===== src/rtl/systolic_pkg.sv =====
// -----------------------------------------------------------------------------
// systolic_pkg
// Shared definitions for the systolic-array operand path: SRAM macro
// geometry/latency and the read-streamer FSM state encoding.
// -----------------------------------------------------------------------------
package systolic_pkg;

  localparam int SRAM_ADDR_W = 10;
  localparam int SRAM_DATA_W = 8;
  localparam int SRAM_RD_LAT = 1;

  typedef enum logic [1:0] {
    IDLE  = 2'd0,
    ISSUE = 2'd1,
    DRAIN = 2'd2,
    DONE  = 2'd3
  } state_e;

endpackage


===== src/rtl/sram_rd_streamer_fifo.sv =====
// -----------------------------------------------------------------------------
// stream_fifo
// Synchronous power-of-two FIFO whose head is visible combinationally, so a
// written entry is presented the cycle after the write with no bubble.
// Ports:
//   clk, rst_n       clock, asynchronous active-low reset
//   push, push_data  write request and data
//   pop              read request (ignored when empty)
//   full, empty      occupancy flags
//   head             current head entry (zero while empty)
//   count            number of stored entries
// -----------------------------------------------------------------------------
module stream_fifo #(
  parameter int DATA_W = 8,
  parameter int DEPTH  = 4
) (
  input  logic                     clk,
  input  logic                     rst_n,
  input  logic                     push,
  input  logic [DATA_W-1:0]        push_data,
  input  logic                     pop,
  output logic                     full,
  output logic                     empty,
  output logic [DATA_W-1:0]        head,
  output logic [$clog2(DEPTH):0]   count
);

  localparam int PTR_W = $clog2(DEPTH);
  localparam int CNT_W = PTR_W + 1;

  logic [DATA_W-1:0] mem_q [DEPTH];
  logic [PTR_W-1:0]  wr_ptr_q, wr_ptr_d;
  logic [PTR_W-1:0]  rd_ptr_q, rd_ptr_d;
  logic [CNT_W-1:0]  count_q, count_d;
  logic              push_ok, pop_ok;

  assign empty = (count_q == '0);
  assign full  = (count_q == CNT_W'(DEPTH));
  assign count = count_q;
  // Gate the head so the stream data reads as zero whenever nothing is held.
  assign head  = empty ? '0 : mem_q[rd_ptr_q];

  always_comb begin
    pop_ok   = pop & ~empty;
    // A write into a full FIFO is only legal when the head leaves the same cycle.
    push_ok  = push & (~full | pop_ok);
    wr_ptr_d = wr_ptr_q + PTR_W'(push_ok);
    rd_ptr_d = rd_ptr_q + PTR_W'(pop_ok);
    count_d  = count_q + CNT_W'(push_ok) - CNT_W'(pop_ok);
  end

  always_ff @(posedge clk or negedge rst_n) begin
    if (!rst_n) begin
      wr_ptr_q <= '0;
      rd_ptr_q <= '0;
      count_q  <= '0;
    end else begin
      wr_ptr_q <= wr_ptr_d;
      rd_ptr_q <= rd_ptr_d;
      count_q  <= count_d;
    end
  end

  always_ff @(posedge clk) begin
    if (push_ok) mem_q[wr_ptr_q] <= push_data;
  end

endmodule


===== src/rtl/sram_rd_streamer.sv =====
// -----------------------------------------------------------------------------
// sram_rd_streamer
// Reads a block of bytes from the single-port SRAM wrapper and streams them
// out over valid/ready. Reads are only issued when the output FIFO is sure to
// have room for every outstanding byte, so returned data is never dropped.
// Ports:
//   CLK, RSTN                  clock, asynchronous active-low reset
//   i_Start/i_BaseAddr/i_Len   transfer request, accepted only in IDLE
//   o_Busy, o_Done             not-idle flag, one-cycle completion pulse
//   o_EN_R, o_Addr             registered SRAM read enable and address
//   i_SramData                 SRAM read data, valid RD_LAT cycles after o_EN_R
//   o_Data/o_Valid/i_Ready     output byte stream
// -----------------------------------------------------------------------------
module sram_rd_streamer
  import systolic_pkg::*;
#(
  parameter int ADDR_W     = SRAM_ADDR_W,
  parameter int DATA_W     = SRAM_DATA_W,
  parameter int LEN_W      = 11,
  parameter int RD_LAT     = SRAM_RD_LAT,
  parameter int FIFO_DEPTH = 4
) (
  input  logic              CLK,
  input  logic              RSTN,
  input  logic              i_Start,
  input  logic [ADDR_W-1:0] i_BaseAddr,
  input  logic [LEN_W-1:0]  i_Len,
  output logic              o_Busy,
  output logic              o_Done,
  output logic              o_EN_R,
  output logic [ADDR_W-1:0] o_Addr,
  input  logic [DATA_W-1:0] i_SramData,
  output logic [DATA_W-1:0] o_Data,
  output logic              o_Valid,
  input  logic              i_Ready
);

  localparam int FCNT_W = $clog2(FIFO_DEPTH) + 1;
  localparam int CRD_W  = $clog2(FIFO_DEPTH + RD_LAT + 2) + 1;

  state_e            state_q, state_d;
  logic              busy_q, busy_d;
  logic              done_q, done_d;
  logic              en_r_q, en_r_d;
  logic [ADDR_W-1:0] addr_q, addr_d;
  logic [ADDR_W-1:0] nxt_addr_q, nxt_addr_d;
  logic [LEN_W-1:0]  len_q, len_d;
  logic [LEN_W-1:0]  cnt_q, cnt_d;
  logic [RD_LAT-1:0] infl_q, infl_d;

  logic              push, pop, fifo_full, fifo_empty;
  logic [FCNT_W-1:0] fifo_cnt;
  logic [CRD_W-1:0]  inflight, occupancy;
  logic              credit_ok, drained;

  // Tail of the issue pipeline marks the cycle the SRAM data is valid.
  assign push    = infl_q[RD_LAT-1];
  assign pop     = ~fifo_empty & i_Ready;
  assign o_Valid = ~fifo_empty;
  assign o_Busy  = busy_q;
  assign o_Done  = done_q;
  assign o_EN_R  = en_r_q;
  assign o_Addr  = addr_q;

  // Credit: bytes already stored plus every read still travelling through
  // o_EN_R and the latency pipeline. Pops this cycle are not counted back.
  always_comb begin
    inflight = CRD_W'(en_r_q);
    for (int i = 0; i < RD_LAT; i++) inflight = inflight + CRD_W'(infl_q[i]);
    occupancy = CRD_W'(fifo_cnt) + inflight;
    credit_ok = (occupancy < CRD_W'(FIFO_DEPTH));
    // Finished once nothing is in flight and the FIFO empties this cycle.
    drained   = (inflight == '0) &&
                ((fifo_cnt == '0) || ((fifo_cnt == FCNT_W'(1)) && pop));
  end

  always_comb begin
    infl_d    = '0;
    infl_d[0] = en_r_q;
    for (int i = 1; i < RD_LAT; i++) infl_d[i] = infl_q[i-1];
  end

  always_comb begin
    state_d    = state_q;
    busy_d     = busy_q;
    done_d     = 1'b0;
    en_r_d     = 1'b0;
    addr_d     = addr_q;
    nxt_addr_d = nxt_addr_q;
    len_d      = len_q;
    cnt_d      = cnt_q;
    unique case (state_q)
      IDLE: begin
        if (i_Start) begin
          len_d      = i_Len;
          cnt_d      = '0;
          nxt_addr_d = i_BaseAddr;
          if (i_Len == '0) begin
            state_d = DONE;
            done_d  = 1'b1;
          end else begin
            state_d = ISSUE;
            busy_d  = 1'b1;
          end
        end
      end
      ISSUE: begin
        if (cnt_q == len_q) begin
          state_d = DRAIN;
        end else if (credit_ok) begin
          en_r_d     = 1'b1;
          addr_d     = nxt_addr_q;
          // Address wraps silently at the top of the SRAM.
          nxt_addr_d = nxt_addr_q + 1'b1;
          cnt_d      = cnt_q + 1'b1;
        end
      end
      DRAIN: begin
        if (drained) begin
          state_d = DONE;
          done_d  = 1'b1;
          busy_d  = 1'b0;
        end
      end
      DONE: begin
        state_d = IDLE;
      end
      default: state_d = IDLE;
    endcase
  end

  always_ff @(posedge CLK or negedge RSTN) begin
    if (!RSTN) begin
      state_q    <= IDLE;
      busy_q     <= 1'b0;
      done_q     <= 1'b0;
      en_r_q     <= 1'b0;
      addr_q     <= '0;
      nxt_addr_q <= '0;
      len_q      <= '0;
      cnt_q      <= '0;
      infl_q     <= '0;
    end else begin
      state_q    <= state_d;
      busy_q     <= busy_d;
      done_q     <= done_d;
      en_r_q     <= en_r_d;
      addr_q     <= addr_d;
      nxt_addr_q <= nxt_addr_d;
      len_q      <= len_d;
      cnt_q      <= cnt_d;
      infl_q     <= infl_d;
    end
  end

  stream_fifo #(
    .DATA_W (DATA_W),
    .DEPTH  (FIFO_DEPTH)
  ) u_fifo (
    .clk       (CLK),
    .rst_n     (RSTN),
    .push      (push),
    .push_data (i_SramData),
    .pop       (pop),
    .full      (fifo_full),
    .empty     (fifo_empty),
    .head      (o_Data),
    .count     (fifo_cnt)
  );

  // The credit rule must make a write into a full, non-draining FIFO impossible.
  fifo_no_overflow: assert property (@(posedge CLK) disable iff (!RSTN)
    !(push && fifo_full && !pop));

endmodule

===== config.mk =====
export PLATFORM = sky130hd
export DESIGN_NAME = sram_rd_streamer
export DESIGN_NICKNAME = d
export VERILOG_FILES = /design/src/rtl/systolic_pkg.sv /design/src/rtl/sram_rd_streamer_fifo.sv /design/src/rtl/sram_rd_streamer.sv
export SDC_FILE = /design/constraint.sdc
export NUM_CORES = 1
export LEC_CHECK = 0
export ABC_AREA = 1
export CORE_ASPECT_RATIO = 0.7
export CORE_MARGIN = 2
export CORE_UTILIZATION = 40
export CTS_CLUSTER_SIZE = 14
export DETAILED_ROUTE_END_ITERATION = 8
export GPL_ROUTABILITY_DRIVEN = 0
export PLACE_DENSITY = 0.72
export SLEW_MARGIN = 40
export SYNTH_ARGS = -nofsm -noshare
export SYNTH_HDL_FRONTEND = slang
export SYNTH_HIERARCHICAL = 1
export SYNTH_SLANG_ARGS = --single-unit

===== constraint.sdc =====
create_clock -name CLK -period 1.9 [get_ports CLK]
set_input_delay 0.38 -clock CLK [delete_from_list [all_inputs] [get_ports CLK]]
set_output_delay 0.38 -clock CLK [all_outputs]
set_load 0.005 [all_outputs]

==> summary.txt <==
Status
  • Status: complete, no violations

Floorplanning
  • Core Region: about 11000 um^2
  • Chip Width: 130 um
  • Die area: 12000 um^2
  • IO Count: 55
  • Die Span Y: 92.3 um
  • Initial core utilization: 0.408
  • Placement Rows: 32

Setup path
  • CP endpoint kind: output port
  • Crit path arrival time: 1.50 ns
  • Worst-path fanout max: 5
  • Worst Setup Path Type: reg2out
  • Worst Setup Start Kind: flip-flop
  • Critical Path RT: ~1.5 ns

Clocking
  • H-tree Lvls: 3
  • Root Driver: clkbuf_16
  • # clock sinks: 87
  • CTS tree: built
  • CTS max path bufs: 2
  • Clk_lat worst skew: 0.34 ns
  • CTS Buf Count: 9
  • Clk slew on worst S/H paths: ~0.070 ns

Global routing
  • First-pass GRT wire length: 16.6 mm
  • Gr usage total: 0.178
  • Initial antenna violation count: 0
  • Vias in the first global route: 3429
  • Largest net degree at the start of global routing: 40
  • Total grt overflow: 0

Finish
  • Commonest non-fill, non-tap cell in the layout: nand2_1
  • FF+latch area: between 2000 and 2500 um^2
  • Fraction of layout cells with a size suffix above 1: 0.172
  • Post-route insts no fill: 776
  • Synth-to-Final Area Change: 29.8%
  • Most frequent cells in the layout: nand2_1 (171), inv_1 (72), dfrtp_1 (54)
  • Final #Nets: between 600 and 700
  • Fillers: 1000
  • Multi-input gate area: between 1500 and 2000 um^2
  • Fin util: 0.529
  • Antenna diodes: 0

Power and ir drop
  • PwrDens: 1540 nW/um^2
  • Peak supply drop: 0.000582 V
  • Tot Pwr: 8.88 mW
  • Static Leak: 2.78 nW

Placement
  • I/O Buffers: 54
  • Placed Instances: 753
  • DP Wirelength: 7.05 mm
  • Pre-CTS WS: -0.189 ns

STA
  • Total negative slack: 0 ns
  • Slew @ Worst Pin: 0.506 ns
  • Setup Skew: ~0.0092 ns
  • Final hold vios: 0
  • Final-report max-slew violation count: 0
  • Fin worst setup slack: 0.0249 ns
  • Final setup fails: 0
  • Tmin final: 1.88 ns
  • Final Cycle Share: 0.987
  • Max Freq: 533 MHz
  • Max-slew headroom: 0.662
  • RSZ-0062 raised after global routing: true

Routing
  • Vias per Instance: 4.72
  • 1st-iter DRT viols: roughly 290
  • Average wire per cell in the routed design: 13.2 um
  • Pre-antenna DRT Iters: 4
  • Routed Antenna Nets: 0
  • Final WL: ~10 mm
  • DRC violations left: 0
  • Total number of vias: 3660

Min path
  • Hold crit path type: reg2reg

Synthesis
  • Syn_area_per_cell: 8.23 um^2
  • Mapped cell area: 4450 um^2
  • Yosys warns: 6
  • Cells after synthesis: 541
  • Post-Syn Nets: roughly 590

Run
  • Max_cap viols: 0
[metrics by stage]
step	cell area (um^2)	hold slack (ns)
2_1_floorplan	4460	0.0844
3_3_place_gp	5260	0.337
3_5_place_dp	5260	0.338
4_1_cts	5580	0.449
5_1_grt	5780	0.476
6_report	5780	0.452
[sequential cells by signal (all words and copies together) (netlist names)]
| name | flops |
|---|---|
| u_fifo/mem_q | 32 |
| nxt_addr_q | 10 |
| cnt_q | 11 |
| u_fifo/count | 3 |
| o_Addr | 10 |
| o_Busy | 1 |
| u_fifo/rd_ptr_q | 2 |
| len_q | 11 |
| o_Done | 1 |
| infl_q | 1 |
| o_EN_R | 1 |
| u_fifo/wr_ptr_q | 2 |
| state_q | 2 |
[path summary, 6_finish.rpt]
check	from	depth (start not counted)	slack, ns	to
max reg2reg	u_fifo/count[1]$_DFF_PN0_	13	0.08	u_fifo/count[2]$_DFF_PN0_
max in group asynchronous	RSTN	3	0.84	o_Busy$_DFFE_PN0P_
max	u_fifo/rd_ptr_q[0]$_DFF_PN0_	6	0.02	o_Data[2]
min in group asynchronous	RSTN	2	0.50	u_fifo/rd_ptr_q[1]$_DFF_PN0_
min reg2reg	o_EN_R$_DFF_PN0_	0	0.45	infl_q$_DFF_PN0_
min	o_EN_R$_DFF_PN0_	0	0.45	infl_q$_DFF_PN0_
[critical path: stages (launching register included)]
cell     delay (ns)
dfrtp_2        0.43
buf_6          0.14
buf_12         0.13
nand2_2        0.07
nand3_2        0.09
a21oi_4        0.17
buf_2          0.13
[layer usage]
| metal | vias up | global-route usage | share of wire |
|---|---|---|---|
| met5 | - | 0 | 0 |
| met3 | 6 | 0.0416 | 0.046 |
| met4 | 0 | 0.0573 | 0.0048 |
| met1 | 1707 | 0.244 | 0.46 |
| met2 | 88 | 0.280 | 0.49 |
| li1 | 1859 | - | - |
[timing repair]
item,CTS,global route
resized for setup,42,44
gates cloned,0,2
pin swaps,8,20
hold buffers,1,0
setup buffers,3,1
hold endpoints to repair,16,0
setup endpoints to repair,31,61
[cell type report]
class,instances,area share
Clock buffer,9,0.0390
Timing Repair Buffer,84,0.135
Clock inverter,7,0.0126
Tap cell,153,0.0331
Inverter,79,0.0524
Multi-Input combinational cell,357,0.324
Sequential cell,87,0.404
[report_power, final]
group / switching [mW] / internal (mW) / leakage, nW / total [mW]
registers: 0.420 / 2.52 / 0.986 / 2.94
logic: 2.41 / 1.79 / 1.65 / 4.20
clock network: 0.810 / 0.930 / 0.144 / 1.74
No activity file was read; power rests on OpenSTA's default activity.
